--- src/rtl/clock_pkg.sv ---
`default_nettype none
// ============================================================================
// Module      : clock_pkg
// Description : Shared types and width helpers for the multi-alarm clock.
//               Optional feature macro: MULTI_ALARM_SNOOZE_EN (see alarm_slot).
// Revision    : 1.0 - initial release
// ============================================================================
package clock_pkg;

  // Width of every binary time field (sec/min/hrs/day)
  localparam int TIME_W = 7;

  // Per-alarm ring state; explicit 2-bit encoding
  typedef enum logic [1:0] {
    ALARM_IDLE   = 2'd0,
    ALARM_RING   = 2'd1,
    ALARM_SNOOZE = 2'd2
  } alarm_state_t;

  // Registered time of day
  typedef struct packed {
    logic [TIME_W-1:0] sec;
    logic [TIME_W-1:0] min;
    logic [TIME_W-1:0] hrs;
    logic [TIME_W-1:0] day;
  } time_t;

  // Bits needed to hold values 0..n-1, never less than one bit
  function automatic int width_of(input int n);
    return (n > 1) ? $clog2(n) : 1;
  endfunction

endpackage
`default_nettype wire

--- src/rtl/multi_alarm_clock_if.sv ---
`default_nettype none
// ============================================================================
// Module      : multi_alarm_clock_if
// Description : User-control and display bundle of the multi-alarm clock.
//               master = control panel / display side, slave = clock core.
// Revision    : 1.0 - initial release
// ============================================================================
interface multi_alarm_clock_if #(
  parameter int NA = 4,
  parameter int ND = 7
);
  localparam int SEL_W  = clock_pkg::width_of(NA);
  localparam int DAY_W  = clock_pkg::width_of(ND);
  localparam int DDAY_W = clock_pkg::width_of(ND + 1);

  // Set-mode levels and user strobes
  logic              Timeset;
  logic              Alarmset;
  logic              Minadv;
  logic              Hrsadv;
  logic              Dayadv;
  logic [SEL_W-1:0]  Sel;
  logic              Armtog;
  logic              Snooze;
  logic              Stop;

  // Time, display and alarm status
  logic [6:0]        TSec;
  logic [6:0]        TMin;
  logic [6:0]        THrs;
  logic [DAY_W-1:0]  TDay;
  logic [6:0]        DMin;
  logic [6:0]        DHrs;
  logic [DDAY_W-1:0] DDay;
  logic [NA-1:0]     Armed;
  logic [NA-1:0]     Ringing;
  logic              Buzz;

  modport master (
    output Timeset, Alarmset, Minadv, Hrsadv, Dayadv, Sel, Armtog, Snooze, Stop,
    input  TSec, TMin, THrs, TDay, DMin, DHrs, DDay, Armed, Ringing, Buzz
  );

  modport slave (
    input  Timeset, Alarmset, Minadv, Hrsadv, Dayadv, Sel, Armtog, Snooze, Stop,
    output TSec, TMin, THrs, TDay, DMin, DHrs, DDay, Armed, Ringing, Buzz
  );

endinterface
`default_nettype wire

--- src/rtl/alarm_slot.sv ---
`default_nettype none
// ============================================================================
// Module      : alarm_slot
// Description : One alarm: hour/minute/day fields, armed flag, match
//               comparator, IDLE/RING/SNOOZE state machine, ring and snooze
//               counters. SNOOZE state and its counter exist only when
//               MULTI_ALARM_SNOOZE_EN is defined.
// Revision    : 1.0 - initial release
// ============================================================================
module alarm_slot
  import clock_pkg::*;
#(
  parameter int NS   = 60,
  parameter int NH   = 24,
  parameter int ND   = 7,
  parameter int RING = 60
`ifdef MULTI_ALARM_SNOOZE_EN
  ,
  parameter int SNZ  = 9
`endif
) (
  input  wire logic                                i_clk,
  input  wire logic                                i_rst_n,
  input  wire logic                                i_set_en,
  input  wire logic                                i_min_adv,
  input  wire logic                                i_hrs_adv,
  input  wire logic                                i_day_adv,
  input  wire logic                                i_arm_tog,
`ifdef MULTI_ALARM_SNOOZE_EN
  input  wire logic                                i_snooze,
`endif
  input  wire logic                                i_stop,
  input  wire logic                                i_timeset,
  input  wire time_t                               i_now,
  output      logic                                o_armed,
  output      logic                                o_ringing,
  output      logic [TIME_W-1:0]                   o_amin,
  output      logic [TIME_W-1:0]                   o_ahrs,
  output      logic [width_of(ND+1)-1:0]           o_aday
);

  localparam int DDAY_W = width_of(ND + 1);
  localparam int RING_W = width_of(RING);

  localparam logic [TIME_W-1:0] c_min_max   = TIME_W'(NS - 1);
  localparam logic [TIME_W-1:0] c_hrs_max   = TIME_W'(NH - 1);
  localparam logic [DDAY_W-1:0] c_every_day = DDAY_W'(ND);
  localparam logic [RING_W-1:0] c_ring_load = RING_W'(RING - 1);

`ifdef MULTI_ALARM_SNOOZE_EN
  localparam int SNZ_W = width_of(SNZ * 60);
  localparam logic [SNZ_W-1:0] c_snz_load = SNZ_W'(SNZ * 60 - 1);
  logic [SNZ_W-1:0] r_snz_cnt;
  logic [SNZ_W-1:0] w_snz_nxt;
`endif

  logic [TIME_W-1:0] r_amin;
  logic [TIME_W-1:0] r_ahrs;
  logic [DDAY_W-1:0] r_aday;
  logic              r_armed;
  alarm_state_t      r_state;
  alarm_state_t      w_state_nxt;
  logic [RING_W-1:0] r_ring_cnt;
  logic [RING_W-1:0] w_ring_nxt;
  logic              w_match;
  logic              w_disarm;

  // Armtog clears the flag this edge when currently armed
  assign w_disarm = i_arm_tog && r_armed;

  assign w_match = r_armed && !i_timeset && (i_now.sec == '0) &&
                   (i_now.min == r_amin) && (i_now.hrs == r_ahrs) &&
                   ((r_aday == c_every_day) || (TIME_W'(r_aday) == i_now.day));

  // Alarm fields advance only while this slot is selected in alarm-set mode
  always_ff @(posedge i_clk or negedge i_rst_n) begin
    if (!i_rst_n) begin
      r_amin <= '0;
      r_ahrs <= '0;
      r_aday <= '0;
    end else if (i_set_en) begin
      if (i_min_adv) r_amin <= (r_amin == c_min_max)   ? '0 : r_amin + TIME_W'(1);
      if (i_hrs_adv) r_ahrs <= (r_ahrs == c_hrs_max)   ? '0 : r_ahrs + TIME_W'(1);
      if (i_day_adv) r_aday <= (r_aday == c_every_day) ? '0 : r_aday + DDAY_W'(1);
    end
  end

  // Armed flag toggles once per sampled Armtog strobe
  always_ff @(posedge i_clk or negedge i_rst_n) begin
    if (!i_rst_n) r_armed <= 1'b0;
    else if (i_arm_tog) r_armed <= ~r_armed;
  end

  // Next state and counter values; priority Stop > disarm > Snooze > timeout > Match
  always_comb begin
    w_state_nxt = r_state;
    w_ring_nxt  = r_ring_cnt;
`ifdef MULTI_ALARM_SNOOZE_EN
    w_snz_nxt   = r_snz_cnt;
`endif
    case (r_state)
      ALARM_IDLE: begin
        if (w_match && !w_disarm) begin
          w_state_nxt = ALARM_RING;
          w_ring_nxt  = c_ring_load;
        end
      end
      ALARM_RING: begin
        w_ring_nxt = r_ring_cnt - RING_W'(1);
        if (i_stop || w_disarm) begin
          w_state_nxt = ALARM_IDLE;
`ifdef MULTI_ALARM_SNOOZE_EN
        end else if (i_snooze) begin
          w_state_nxt = ALARM_SNOOZE;
          w_snz_nxt   = c_snz_load;
`endif
        end else if (r_ring_cnt == '0) begin
          w_state_nxt = ALARM_IDLE;
        end
      end
`ifdef MULTI_ALARM_SNOOZE_EN
      ALARM_SNOOZE: begin
        w_snz_nxt = r_snz_cnt - SNZ_W'(1);
        if (i_stop || w_disarm) begin
          w_state_nxt = ALARM_IDLE;
        end else if ((r_snz_cnt == '0) || w_match) begin
          w_state_nxt = ALARM_RING;
          w_ring_nxt  = c_ring_load;
        end
      end
`endif
      default: w_state_nxt = ALARM_IDLE;
    endcase
  end

  // State and counter registers
  always_ff @(posedge i_clk or negedge i_rst_n) begin
    if (!i_rst_n) begin
      r_state    <= ALARM_IDLE;
      r_ring_cnt <= '0;
`ifdef MULTI_ALARM_SNOOZE_EN
      r_snz_cnt  <= '0;
`endif
    end else begin
      r_state    <= w_state_nxt;
      r_ring_cnt <= w_ring_nxt;
`ifdef MULTI_ALARM_SNOOZE_EN
      r_snz_cnt  <= w_snz_nxt;
`endif
    end
  end

  assign o_armed   = r_armed;
  assign o_ringing = (r_state == ALARM_RING);
  assign o_amin    = r_amin;
  assign o_ahrs    = r_ahrs;
  assign o_aday    = r_aday;

endmodule
`default_nettype wire

--- src/rtl/multi_alarm_clock.sv ---
`default_nettype none
// ============================================================================
// Module      : multi_alarm_clock
// Description : Time-of-day chain (sec/min/hrs/day) with NA armable alarms,
//               display mux and buzzer OR. Build macro MULTI_ALARM_SNOOZE_EN
//               enables the snooze state in every alarm slot.
// Revision    : 1.0 - initial release
// ============================================================================
module multi_alarm_clock #(
  parameter int NS   = 60,
  parameter int NH   = 24,
  parameter int ND   = 7,
  parameter int NA   = 4,
  parameter int SNZ  = 9,
  parameter int RING = 60
) (
  input wire logic             Pulse,
  input wire logic             Reset,
  multi_alarm_clock_if.slave   bus
);
  import clock_pkg::*;

  localparam int SEL_W  = width_of(NA);
  localparam int DAY_W  = width_of(ND);
  localparam int DDAY_W = width_of(ND + 1);

  localparam logic [TIME_W-1:0] c_sec_max = TIME_W'(NS - 1);
  localparam logic [TIME_W-1:0] c_min_max = TIME_W'(NS - 1);
  localparam logic [TIME_W-1:0] c_hrs_max = TIME_W'(NH - 1);
  localparam logic [TIME_W-1:0] c_day_max = TIME_W'(ND - 1);

  time_t             r_time;
  logic              w_run;
  logic              w_sec_max;
  logic              w_min_max;
  logic              w_hrs_max;
  logic              w_day_max;
  logic              w_min_inc;
  logic              w_hrs_inc;
  logic              w_day_inc;
  logic              w_alarm_set;

  logic [TIME_W-1:0] w_amin [NA];
  logic [TIME_W-1:0] w_ahrs [NA];
  logic [DDAY_W-1:0] w_aday [NA];
  logic [NA-1:0]     w_armed;
  logic [NA-1:0]     w_ringing;

  assign w_run     = !bus.Timeset;
  assign w_sec_max = (r_time.sec == c_sec_max);
  assign w_min_max = (r_time.min == c_min_max);
  assign w_hrs_max = (r_time.hrs == c_hrs_max);
  assign w_day_max = (r_time.day == c_day_max);

  // Carries only ripple from a running clock; manual advance never carries
  assign w_min_inc = (w_run && w_sec_max) || (bus.Timeset && bus.Minadv);
  assign w_hrs_inc = (w_run && w_sec_max && w_min_max) || (bus.Timeset && bus.Hrsadv);
  assign w_day_inc = (w_run && w_sec_max && w_min_max && w_hrs_max) ||
                     (bus.Timeset && bus.Dayadv);

  // Time-of-day counters, each wrapping at its modulus
  always_ff @(posedge Pulse or negedge Reset) begin
    if (!Reset) begin
      r_time <= '0;
    end else begin
      if (w_run)     r_time.sec <= w_sec_max ? '0 : r_time.sec + TIME_W'(1);
      if (w_min_inc) r_time.min <= w_min_max ? '0 : r_time.min + TIME_W'(1);
      if (w_hrs_inc) r_time.hrs <= w_hrs_max ? '0 : r_time.hrs + TIME_W'(1);
      if (w_day_inc) r_time.day <= w_day_max ? '0 : r_time.day + TIME_W'(1);
    end
  end

  // Alarm-set mode is overridden by time-set mode
  assign w_alarm_set = bus.Alarmset && !bus.Timeset;

  for (genvar k = 0; k < NA; k++) begin : g_slot
    alarm_slot #(
      .NS   (NS),
      .NH   (NH),
      .ND   (ND),
      .RING (RING)
`ifdef MULTI_ALARM_SNOOZE_EN
      ,
      .SNZ  (SNZ)
`endif
    ) u_slot (
      .i_clk     (Pulse),
      .i_rst_n   (Reset),
      .i_set_en  (w_alarm_set && (bus.Sel == SEL_W'(k))),
      .i_min_adv (bus.Minadv),
      .i_hrs_adv (bus.Hrsadv),
      .i_day_adv (bus.Dayadv),
      .i_arm_tog (bus.Armtog && (bus.Sel == SEL_W'(k))),
`ifdef MULTI_ALARM_SNOOZE_EN
      .i_snooze  (bus.Snooze),
`endif
      .i_stop    (bus.Stop),
      .i_timeset (bus.Timeset),
      .i_now     (r_time),
      .o_armed   (w_armed[k]),
      .o_ringing (w_ringing[k]),
      .o_amin    (w_amin[k]),
      .o_ahrs    (w_ahrs[k]),
      .o_aday    (w_aday[k])
    );
  end

`ifndef MULTI_ALARM_SNOOZE_EN
  // Snooze strobe and length have no consumer in this build
  localparam int c_unused_snz = SNZ;
  logic w_unused_snooze;
  assign w_unused_snooze = bus.Snooze;
`endif

  assign bus.TSec    = r_time.sec;
  assign bus.TMin    = r_time.min;
  assign bus.THrs    = r_time.hrs;
  assign bus.TDay    = DAY_W'(r_time.day);
  assign bus.DMin    = w_alarm_set ? w_amin[bus.Sel] : r_time.min;
  assign bus.DHrs    = w_alarm_set ? w_ahrs[bus.Sel] : r_time.hrs;
  assign bus.DDay    = w_alarm_set ? w_aday[bus.Sel] : DDAY_W'(r_time.day);
  assign bus.Armed   = w_armed;
  assign bus.Ringing = w_ringing;
  assign bus.Buzz    = |w_ringing;

endmodule
`default_nettype wire

--- src/flat_wrapper.sv ---
// flat-port wrapper written by rule: the top's interface ports become plain ports
module multi_alarm_clock_flat import clock_pkg::*;
#(
  parameter int NS   = 60,
  parameter int NH   = 24,
  parameter int ND   = 7,
  parameter int NA   = 4,
  parameter int SNZ  = 9,
  parameter int RING = 60
)
  (Pulse, Reset, bus_Timeset, bus_Alarmset, bus_Minadv, bus_Hrsadv, bus_Dayadv, bus_Sel, bus_Armtog, bus_Snooze, bus_Stop, bus_TSec, bus_TMin, bus_THrs, bus_TDay, bus_DMin, bus_DHrs, bus_DDay, bus_Armed, bus_Ringing, bus_Buzz);
  multi_alarm_clock_if #(.NA(NA), .ND(ND)) bus_i ();
  input wire logic Pulse;
  input wire logic Reset;
  input wire logic [$bits(bus_i.Timeset)-1:0] bus_Timeset;
  input wire logic [$bits(bus_i.Alarmset)-1:0] bus_Alarmset;
  input wire logic [$bits(bus_i.Minadv)-1:0] bus_Minadv;
  input wire logic [$bits(bus_i.Hrsadv)-1:0] bus_Hrsadv;
  input wire logic [$bits(bus_i.Dayadv)-1:0] bus_Dayadv;
  input wire logic [$bits(bus_i.Sel)-1:0] bus_Sel;
  input wire logic [$bits(bus_i.Armtog)-1:0] bus_Armtog;
  input wire logic [$bits(bus_i.Snooze)-1:0] bus_Snooze;
  input wire logic [$bits(bus_i.Stop)-1:0] bus_Stop;
  output wire logic [$bits(bus_i.TSec)-1:0] bus_TSec;
  output wire logic [$bits(bus_i.TMin)-1:0] bus_TMin;
  output wire logic [$bits(bus_i.THrs)-1:0] bus_THrs;
  output wire logic [$bits(bus_i.TDay)-1:0] bus_TDay;
  output wire logic [$bits(bus_i.DMin)-1:0] bus_DMin;
  output wire logic [$bits(bus_i.DHrs)-1:0] bus_DHrs;
  output wire logic [$bits(bus_i.DDay)-1:0] bus_DDay;
  output wire logic [$bits(bus_i.Armed)-1:0] bus_Armed;
  output wire logic [$bits(bus_i.Ringing)-1:0] bus_Ringing;
  output wire logic [$bits(bus_i.Buzz)-1:0] bus_Buzz;
  assign bus_i.Timeset = bus_Timeset;
  assign bus_i.Alarmset = bus_Alarmset;
  assign bus_i.Minadv = bus_Minadv;
  assign bus_i.Hrsadv = bus_Hrsadv;
  assign bus_i.Dayadv = bus_Dayadv;
  assign bus_i.Sel = bus_Sel;
  assign bus_i.Armtog = bus_Armtog;
  assign bus_i.Snooze = bus_Snooze;
  assign bus_i.Stop = bus_Stop;
  assign bus_TSec = bus_i.TSec;
  assign bus_TMin = bus_i.TMin;
  assign bus_THrs = bus_i.THrs;
  assign bus_TDay = bus_i.TDay;
  assign bus_DMin = bus_i.DMin;
  assign bus_DHrs = bus_i.DHrs;
  assign bus_DDay = bus_i.DDay;
  assign bus_Armed = bus_i.Armed;
  assign bus_Ringing = bus_i.Ringing;
  assign bus_Buzz = bus_i.Buzz;
  multi_alarm_clock #(.NS(NS), .NH(NH), .ND(ND), .NA(NA), .SNZ(SNZ), .RING(RING)) u_core (.Pulse(Pulse), .Reset(Reset), .bus(bus_i));
endmodule
--- config.mk ---
export PLATFORM = sky130hd
export DESIGN_NAME = multi_alarm_clock_flat
export DESIGN_NICKNAME = d
export VERILOG_FILES = /design/src/rtl/clock_pkg.sv /design/src/rtl/multi_alarm_clock_if.sv /design/src/rtl/alarm_slot.sv /design/src/rtl/multi_alarm_clock.sv /design/src/flat_wrapper.sv
export SDC_FILE = /design/constraint.sdc
export NUM_CORES = 1
export LEC_CHECK = 0
export BUFFER_PORTS_ARGS = -buffer_cell sky130_fd_sc_hd__buf_4
export CAP_MARGIN = 20
export CORE_MARGIN = 8
export CORE_UTILIZATION = 35
export CTS_CLUSTER_SIZE = 12
export DETAILED_ROUTE_END_ITERATION = 8
export RECOVER_POWER = 50
export REMOVE_ABC_BUFFERS = 1
export SETUP_SLACK_MARGIN = 0.05
export SYNTH_ARGS = -nofsm -noshare
export SYNTH_HDL_FRONTEND = slang
export SYNTH_HIERARCHICAL = 1
export SYNTH_SLANG_ARGS = --single-unit
--- constraint.sdc ---
create_clock -name Pulse -period 5.9 [get_ports Pulse]
set_input_delay 0.295 -clock Pulse [delete_from_list [all_inputs] [get_ports Pulse]]
set_output_delay 0.295 -clock Pulse [all_outputs]
set_load 0.02 [all_outputs]
==> summary.txt, run 1 <==
Die
  – Die Y: 168 µm
  – Die area: 28200 µm²
  – IO Count: 62
  – Row count: 55
  – Die width: 168 µm
  – Initial core utilization: 0.357
  – Core area: 22600 µm²

Setup path
  – Crit path kind: primary input to async pin
  – WP buf/inv: 4
  – Cell mode on critical path: clkbuf_1
  – Crit path max-delay cell type: clkbuf_1
  – CP Cell Sequence: dlygate4sd3_1 > clkbuf_1 > clkbuf_1 > buf_16
  – Worst r2r src: u_core/bus.TMin[1]
  – Largest delay contributor family on the critical path: buffers and inverters
  – CP arrival: 4.11 ns
  – R2R setup slack: 3.28 ns
  – Crit path largest cell delay: 2.05 ns
  – Worst path required time: 6.47 ns
  – Reg-to-Reg End: u_core/r_time[3]
  – Crit end category: async pin
  – Worst Path Max Fanout: 63
  – Startpoint Class: primary input
  – Worst Reg-to-Reg Cells: 6

Routing
  – First-pass detailed-route iteration total: 5
  – DR vias: 6147
  – Residual antenna-violating net count after detailed routing: 0
  – DRT iter0 DRCs: 453
  – Routed length per placed instance: 18.7 µm
  – Vias/cell: 5.46
  – Routed wire length: 21.0 mm
  – DRC: 0

CTS
  – Post-CTS Hold Buffers: 1
  – CTS tree: done
  – Clock sink count: 128
  – Clk_lat worst skew: 0.42 ns
  – TritonCTS buffer count: 17
  – Clock Path Buffers: 2
  – Cts repair resizes: 0
  – CTS H-Tree Depth: 4
  – Clock-pin slew on the worst setup and hold paths: 0.05 ns
  – Clock root buffer: clkbuf_16
  – Post-CTS setup buffer count: 0

Global route
  – First-pass GRT wire length: 33.8 mm
  – GRT Residual Overflow: 0
  – Vias in the first global route: 5938
  – Largest net degree at the start of global routing: 76
  – Initial antenna violation count: 0
  – GRT Total Usage: 0.152

Timing
  – Worst-Margin Slew: 2.94 ns
  – Slew Viols, Final: 81
  – Max Clock Skew: 0.00942 ns
  – Hold Vio Cnt, Final: 0
  – Max Clock Freq: 282 MHz
  – Rel. slew slack: -0.959
  – RSZ-0062 raised after global routing: false
  – Final setup margin: 2.36 ns
  – Minimum clock period: 3.54 ns
  – Final setup vio count: 0
  – Setup TNS: 0 ns
  – Fin crit share: 0.600

Finish
  – Area Growth Syn to Fin: 14.8%
  – Cell area after layout: 9270 µm²
  – Fill count: 2151
  – Multi-input gate area: 4550 µm²
  – Ant diodes: 0
  – Final nets: 870
  – Layout cells sized above 1: 0.169
  – Reg area: 3200 µm²

Yosys
  – Async SR Flop Fraction: 1.00
  – Synth area leaders: dfrtp_1 40%, xor2_1 8.9%, xnor2_1 5.4%, mux4_2 4.7%, mux2_2 4.6%
  – Top FF cell, synth: dfrtp_1
  – Most frequent cell after synthesis: dfrtp_1
  – Syn_area_per_cell: 10.2 µm²
  – Register area share after synthesis: 0.397
  – Area leader, netlist: dfrtp_1
  – Yosys cell types: 53
  – Synthesis Warnings: 6
  – Synth Register Bits: 128
  – Gate Count Post-Synth: 790
  – Post-synth EDFFs: 0
  – Synth top cells by count: 128 x dfrtp_1, 82 x xor2_1, 75 x nand2_1
  – Post-synth top area share: 0.397
  – Mapped cell area: 8070 µm²

Power
  – PwrDens: 427 nW/µm²
  – Pwr Total: 3.96 mW
  – VDD IR max: 0.212 mV
  – Pleak: 4.14 nW

Flow run
  – Max Cap Viol: 2

Status
  – Failing checks: max-capacitance violations, max-slew violations
  – Status: finished with violations

Worst hold path
  – Worst hold path endpoint: u_core/g_slot[0].u_slot/r_state[0]
  – Hold_sp: bus_Stop
  – Hold depth: 3
  – Hold WC Path Type: primary input to flop

Placed design
  – DP Worst Slack: 2.67 ns
  – Area after DPL: 8640 µm²
  – Hpwl dp: 15.4 mm
  – Final Wtd Congestion: 0.863
  – Port buffer count: 60
## how the worst max path moves through the flow
stage                 start                                 to  slack (ns)  cells after the start
4_1_cts         bus_Timeset  u_core/g_slot[0].u_slot/o_amin[5]        3.11                      8
3_3_place_gp    bus_Timeset  u_core/g_slot[0].u_slot/o_amin[5]        2.76                      8
6_report              Reset  u_core/g_slot[3].u_slot/o_ahrs[3]        2.36                      4
3_5_place_dp    bus_Timeset  u_core/g_slot[0].u_slot/o_amin[5]        2.67                      8
2_1_floorplan  bus_Alarmset  u_core/g_slot[0].u_slot/o_amin[5]        3.04                      6
5_1_grt               Reset  u_core/g_slot[2].u_slot/o_ahrs[5]        1.69                      4
## report_power, final
part | internal, mW | total (mW) | switching, mW
clock network | 0.864 | 1.25 | 0.386
registers | 1.06 | 1.50 | 0.441
logic | 0.552 | 1.21 | 0.653
## cells in the final DEF (no fill, tap or decap), types with 3 or more instances in the layout
cell | netlist | final
ha_1 | 29 | 29
xnor2_1 | 50 | 50
nor3_1 | 21 | 21
o21ai_0 | 45 | 45
clkbuf_16 | 0 | 17
or2_2 | 4 | 4
and3_1 | 13 | 13
nor4_1 | 24 | 24
clkinv_2 | 0 | 3
mux2_2 | 33 | 33
xor2_1 | 82 | 82
nor4_2 | 5 | 5
o41ai_1 | 13 | 13
nand2_1 | 75 | 75
nor2b_1 | 7 | 6
a22o_1 | 5 | 5
or3_1 | 8 | 8
nand4_1 | 14 | 14
a41o_1 | 5 | 5
nand4b_1 | 4 | 4
clkbuf_1 | 12 | 27
or3b_1 | 4 | 4
o31a_2 | 4 | 4
a21o_1 | 12 | 12
inv_1 | 15 | 15
mux4_2 | 17 | 17
and4_1 | 4 | 4
dfrtp_1 | 128 | 128
nor3b_1 | 6 | 6
clkbuf_8 | 0 | 3
nand3_1 | 33 | 33
nand4_2 | 5 | 5
buf_4 | 24 | 35
bufinv_16 | 0 | 7
nor2_1 | 50 | 50
nor4b_1 | 4 | 4
a21oi_1 | 6 | 6
## final cells by class
class | instances | area share
inverters | 15 | 0.00608
clock buffers | 20 | 0.0504
multi-input cells | 603 | 0.491
clock inverters | 11 | 0.0251
flip-flops and latches | 128 | 0.346
well taps | 285 | 0.0385
repair buffers | 64 | 0.0433
## sequential cells by signal (all words and copies together), names as in the netlist
name and count:
u_core/g_slot.u_slot/o_ahrs 28, u_core/r_time 4, u_core/g_slot.u_slot/o_armed 4, u_core/g_slot.u_slot/r_state 4, u_core/g_slot.u_slot/o_amin 28, u_core/g_slot.u_slot/o_aday 12, u_core/bus.TSec 7, u_core/bus.TMin 7
u_core/bus.TDay 3, u_core/bus.THrs 7, u_core/g_slot.u_slot/r_ring_cnt 24
## per-layer routing
layer	global-route usage	wire length, µm	vias to the layer above
met2	0.237	9890	129
li1	-	-	2929
met3	0.0416	1010	15
met4	0.0377	267	0
met1	0.206	9870	3074
met5	0	0	-
## through the flow
stage          std cells  hold WS [ns]   util
3_3_place_gp        1093         0.291  0.381
3_5_place_dp        1093         0.291  0.381
4_1_cts             1125         0.204  0.413
2_1_floorplan        746     -0.000591      -
5_1_grt             1126         0.223  0.409
6_report            1126         0.212  0.409
## worst min-delay path, delay by kind of cell
family / cells / cell delay [ns]
compound gates: 1 / 0.07
buf+inv: 1 / 0.11
simple gates: 1 / 0.10
## kinds of logic after synthesis
group	Yosys count	synth area share
flip-flops	128	0.397
XOR/XNOR	132	0.143
multiplexers	51	0.0953
AO/OA/AOI/OAI	99	0.0824
buffers and inverters	59	0.0400
adder cells (fa/ha/maj)	29	0.0449
AND/OR/NAND/NOR	292	0.197
(Power assumes the default switching activity.)
==> inputs of run 2 (changes only) <==
- clock period: 5.9 -> 3.14 ns (I/O delays scaled with it)
==> run 2 against run 1 <==
The run still ends with max-capacitance violations, max-slew violations left. Count of clock-buffer cells in the layout is 8 higher. Non-clock buffer count up 8. Final area is 0.23% lower. Global-route usage is 0.43 points higher. Clock skew is 0.0015 ns lower. Die area is the same. First-iteration DRC count shrank 18%. Register-to-register slack lost 2.6 ns. Power rose by 80%. Largest power group unchanged. Highest routed layer unchanged.
==> summary.txt, run 2 (same netlist as run 1, synthesis figures left out) <==
Status
  – Status: finished with violations
  – Failing checks: max-capacitance violations, max-slew violations

Finish
  – Area Growth Syn to Fin: 14.5%
  – Reg area: 3200 µm²
  – Fin cells: 1135
  – Post-Route Utilization: 0.408
  – Final nets: 878
  – Layout cells sized above 1: 0.187
  – Commonest non-fill, non-tap cell in the layout: dfrtp_1
  – Fill count: 2189
  – Cell area after layout: 9250 µm²
  – Ant diodes: 0
  – Multi-input gate area: 4550 µm²
  – Most frequent cells in the layout: 128 x dfrtp_1, 82 x xor2_1, 75 x nand2_1

Power
  – VDD IR max: 0.324 mV
  – Seq pwr share: 0.397
  – Sw Pwr: 2.78 mW
  – Switching Share: 0.391
  – Pwr Total: 7.11 mW
  – PwrDens: 769 nW/µm²
  – Combinational share of power: 0.327
  – Pleak: 4.17 nW
  – Internal Pwr Total: 4.33 mW
  – Share of power burned in the clock network: 0.275

Placed design
  – Hpwl dp: 15.8 mm
  – Final Wtd Congestion: 0.813
  – Inst Count DP: 1102
  – DP Worst Slack: 0.754 ns
  – Port buffer count: 60
  – Area after DPL: 8720 µm²

Worst hold path
  – Worst hold path endpoint: u_core/g_slot[1].u_slot/r_state[0]
  – Hold depth: 3
  – Hold_sp: bus_Stop
  – Hold WC Path Type: primary input to flop

CTS
  – Clock root buffer: clkbuf_16
  – Clock Path Buffers: 2
  – CTS tree: done
  – Clk_lat worst skew: 0.42 ns
  – Post-CTS setup buffer count: 0
  – CTS H-Tree Depth: 4
  – TritonCTS buffer count: 17
  – Clock sink count: 128
  – Clock-pin slew on the worst setup and hold paths: 0.06 ns

Global route
  – Vias in the first global route: 6073
  – First-pass GRT wire length: 34.7 mm
  – Largest net degree at the start of global routing: 61
  – GRT Total Usage: 0.157
  – GRT Residual Overflow: 0
  – Initial antenna violation count: 0

Timing
  – Minimum clock period: 2.50 ns
  – Rel. slew slack: -0.0693
  – Setup TNS: 0 ns
  – Final setup margin: 0.639 ns
  – Worst-Margin Slew: 1.60 ns
  – Hold Vio Cnt, Final: 0
  – Final setup vio count: 0
  – RSZ-0062 raised after global routing: false
  – Max Clock Skew: 0.00789 ns
  – Worst hold slack: 0.0818 ns
  – Fin crit share: 0.797
  – Max Clock Freq: 400 MHz
  – Slew Viols, Final: 60

Die
  – Row count: 55
  – IO Count: 62
  – Initial core utilization: 0.357
  – Die Y: 168 µm
  – Die area: 28200 µm²
  – Core area: 22600 µm²
  – Die width: 168 µm

Setup path
  – Reg-to-Reg End: u_core/r_time[3]
  – Crit path kind: primary input to flop
  – Worst Path Max Fanout: 16
  – CP arrival: 2.80 ns
  – R2R setup slack: 0.71 ns
  – Worst path required time: 3.44 ns
  – Worst r2r src: u_core/bus.TMin[1]
  – Worst Reg-to-Reg Cells: 6
  – Startpoint Class: primary input
  – Crit end category: flop

Routing
  – Residual antenna-violating net count after detailed routing: 0
  – Routed length per placed instance: 18.8 µm
  – First-pass detailed-route iteration total: 6
  – DRC: 0
  – DRT iter0 DRCs: 373
  – DR vias: 6184
  – Vias/cell: 5.45
  – Routed wire length: 21.3 mm

Flow run
  – Max Cap Viol: 1
==> run 2: worst max-delay path by stage <==
stage | startpoint | slack [ns] | end
after floorplan | bus_Alarmset | 0.42 | u_core/g_slot[0].u_slot/o_amin[5]
after global placement | u_core/bus.TSec[0] | 0.79 | u_core/r_time[3]
after detailed placement | u_core/bus.TMin[1] | 0.75 | u_core/r_time[3]
after CTS | u_core/bus.TMin[1] | 0.73 | u_core/r_time[3]
after global routing | bus_Timeset | 0.42 | u_core/g_slot[0].u_slot/o_amin[5]
final | bus_Timeset | 0.64 | u_core/g_slot[1].u_slot/o_amin[5]
==> run 2: worst max-delay path, stage by stage <==
cell and delay, ns:
clkbuf_1 0.38, nor2b_1 0.77, nand2_1 0.11, nor2_1 0.37, nand2_1 0.26, nor4_1 0.29
buf_4 0.18, o21ai_0 0.07, a22o_1 0.19
==> run 2: repair_timing <==
item                      4_1_cts  5_1_grt
hold buffers                    1        0
resized for setup               0        0
hold endpoints to repair       58        0
==> run 2: power by group through the flow <==
stage               registers (mW)  clock network [mW]  logic (mW)
floorplan                     2.76                   0        1.39
global placement              2.83                   0        2.37
detailed placement            2.85                   0        2.40
CTS                           2.82                2.01        2.41
global route                  2.93                2.07        2.58
finish                        2.83                1.96        2.33
==> run 2: layout make-up <==
type	count	area share
clock buffer	28	0.0591
multi-input combinational	603	0.492
tap	285	0.0386
sequential	128	0.346
clock inverter	4	0.00487
inverter	15	0.00609
timing repair buffer	72	0.0530
==> run 2: per-layer routing <==
metal	wire length [µm]	global-route usage	part of all wire
met3	1090	0.0407	0.051
met5	0	0	0
met4	230	0.0380	0.011
met1	10000	0.213	0.47
met2	9970	0.244	0.47
==> inputs of run 3 (changes only) <==
- ABC_AREA: unset -> 1
- clock period: 3.14 -> 2.5 ns (I/O delays scaled with it)
==> run 3 against run 2 <==
Critical path depth decreased by 1. Cell count increased by 61%. Count of clock-buffer cells in the layout is 4 lower. Highest routed layer unchanged. Via count is 44% higher. The flow now finishes without violations. Critical path type is now primary input to output pin.
==> summary.txt, run 3 <==
Status
  – Status: complete, no violations

Power
  – PwrDens: 989 nW/µm²
  – VDD IR max: 0.434 mV
  – Pleak: 5.42 nW

Finish
  – Fill count: 2806
  – Post-Route Utilization: 0.402
  – Multi-input gate area: 5160 µm²
  – Layout cells sized above 1: 0.101
  – Reg area: 3200 µm²
  – Ant diodes: 0
  – Commonest non-fill, non-tap cell in the layout: nand2_1
  – Final nets: 1523
  – Area Growth Syn to Fin: 13.9%
  – Most frequent cells in the layout: 455 x nand2_1, 194 x nor2_1, 186 x inv_1

Setup path
  – Crit path kind: primary input to output pin
  – Worst path required time: 2.38 ns
  – Crit end category: output pin
  – Worst r2r src: u_core/bus.THrs[4]
  – CP startpoint: bus_Timeset
  – Crit path largest cell delay: 0.33 ns
  – Crit path max-delay cell type: nand2_1
  – WP buf/inv: 5
  – CP arrival: 2.05 ns
  – Worst Path Max Fanout: 18
  – CP Cell Sequence: buf_4 > inv_1 > nand2_1 > buf_4 > inv_2 > nor2_1 > a41oi_1 > buf_4
  – Cell mode on critical path: buf_4
  – Largest delay contributor family on the critical path: buffers and inverters
  – Startpoint Class: primary input

Routing
  – Routed length per placed instance: 14.4 µm
  – First-pass detailed-route iteration total: 5
  – Vias/cell: 4.84
  – Residual antenna-violating net count after detailed routing: 0
  – DRT iter0 DRCs: 517
  – DRC: 0
  – Routed wire length: 26.5 mm
  – DR vias: 8879

Timing
  – Setup TNS: 0 ns
  – Max Clock Skew: 0.0107 ns
  – RSZ-0062 raised after global routing: false
  – Worst-Margin Slew: 1.48 ns
  – Fin crit share: 0.870
  – Rel. slew slack: 0.0117
  – Minimum clock period: 2.17 ns
  – Slew Viols, Final: 0
  – Max Clock Freq: 460 MHz
  – Final setup vio count: 0
  – Hold Vio Cnt, Final: 0

Yosys
  – Area leader, netlist: dfrtp_1
  – Gate Count Post-Synth: 1420
  – Post-synth EDFFs: 0
  – Register area share after synthesis: 0.340
  – Async SR Flop Fraction: 1.00
  – Post-synth top area share: 0.340
  – Synth top cells by count: 455 x nand2_1, 194 x nor2_1, 185 x inv_1
  – Synth area leaders: dfrtp_1 34%, nand2_1 18%, nor2_1 7.7%, inv_1 7.4%, nand3_1 4.4%
  – Most frequent cell after synthesis: nand2_1
  – Synthesis Warnings: 6
  – Synth Register Bits: 128
  – Mapped cell area: 9410 µm²
  – Syn_area_per_cell: 6.63 µm²
  – Top FF cell, synth: dfrtp_1
  – Yosys cell types: 38

Global route
  – First-pass GRT wire length: 43.1 mm
  – Vias in the first global route: 8364
  – Initial antenna violation count: 0
  – GRT Residual Overflow: 0
  – Largest net degree at the start of global routing: 54
  – GRT Total Usage: 0.166

CTS
  – Clock root buffer: clkbuf_16
  – CTS tree: done
  – CTS H-Tree Depth: 4
  – Clk_lat worst skew: 0.42 ns
  – Cts repair resizes: 0
  – Clock sink count: 128
  – Clock-pin slew on the worst setup and hold paths: 0.05 ns
  – Clock Path Buffers: 2
  – TritonCTS buffer count: 17

Die
  – Die width: 180 µm
  – Core area: 26700 µm²
  – Die Y: 180 µm
  – Row count: 60
  – Die area: 32400 µm²
  – Initial core utilization: 0.353
  – IO Count: 62

Placed design
  – Port buffer count: 60
  – Hpwl dp: 20.6 mm
  – Final Wtd Congestion: 0.882

Worst hold path
  – Hold_sp: bus_Stop
  – Hold WC Path Type: primary input to flop

Flow run
  – Max Cap Viol: 0
## run 3: logic make-up (layout without fill, tap and decap cells)
logic type / Yosys count / count (layout) / synth area share
adder cells (fa/ha/maj): 29 / 29 / 0.0386
flip-flops: 128 / 128 / 0.340
XOR/XNOR: 58 / 58 / 0.0540
buffers and inverters: 250 / 322 / 0.111
AO/OA/AOI/OAI: 125 / 125 / 0.0761
AND/OR/NAND/NOR: 830 / 830 / 0.380
## run 3: final timing paths
path,to,slack [ns],cells past startpoint
worst max register to register,u_core/g_slot[1].u_slot/r_ring_cnt[4],0.62,10
worst max-delay path,bus_DDay[0],0.33,8
min in group asynchronous,u_core/g_slot[0].u_slot/o_ahrs[4],0.62,2
worst min register to register,u_core/bus.TSec[4],0.53,1
worst min-delay path,u_core/g_slot[2].u_slot/r_state[0],0.05,4
max in group asynchronous,u_core/g_slot[0].u_slot/r_ring_cnt[2],0.67,3
## run 3: report_power, final
group | total, mW | leakage, nW | internal [mW] | switching (mW)
clock network | 2.50 | 0.290 | 1.61 | 0.888
registers | 3.84 | 1.55 | 2.62 | 1.22
logic | 4.27 | 3.58 | 1.64 | 2.63
total | 10.6 | 5.42 | 5.87 | 4.73
## run 3: layout make-up
type / instances / share of cell area
clock inverters: 5 / 0.00724
clock buffers: 24 / 0.0478
repair buffers: 75 / 0.0483
inverters: 218 / 0.0764
well taps: 341 / 0.0398
flip-flops and latches: 128 / 0.299
multi-input cells: 1042 / 0.482
## run 3: per-stage QoR
stage	hold slack [ns]	power [mW]	cell area, µm²	std cells	worst slack [ns]
6_report	0.0498	10.6	10700	1833	0.326
5_1_grt	0.0635	11.5	10700	1833	0.153
4_1_cts	0.0330	10.7	10800	1833	0.415
3_5_place_dp	0.134	8.18	10200	1803	0.354
3_3_place_gp	0.139	8.11	10200	1803	0.419
2_1_floorplan	-0.171	6.52	9180	1388	0.847
## run 3: routing by layer
metal / track usage / wire length [µm]
met3: 0.0286 / 1460
met5: 0 / 0
met2: 0.277 / 12400
met4: 0.0544 / 531
met1: 0.213 / 12100
## run 3: worst register-to-register path, stage by stage (launching register included)
cell     delay (ns)
dfrtp_1        0.79
inv_1          0.09
nand2_1        0.10
nand2_1        0.05
nor2_1         0.10
nand2_1        0.06
nor2_1         0.18
nand2_1        0.09
nor2_2         0.21
nor2_1         0.06
nor2_1         0.08
## run 3: timing repair
action / CTS / global route
hold endpoints to repair: 50 / 0
buffers inserted: 0 / 0
hold buffers: 1 / 0
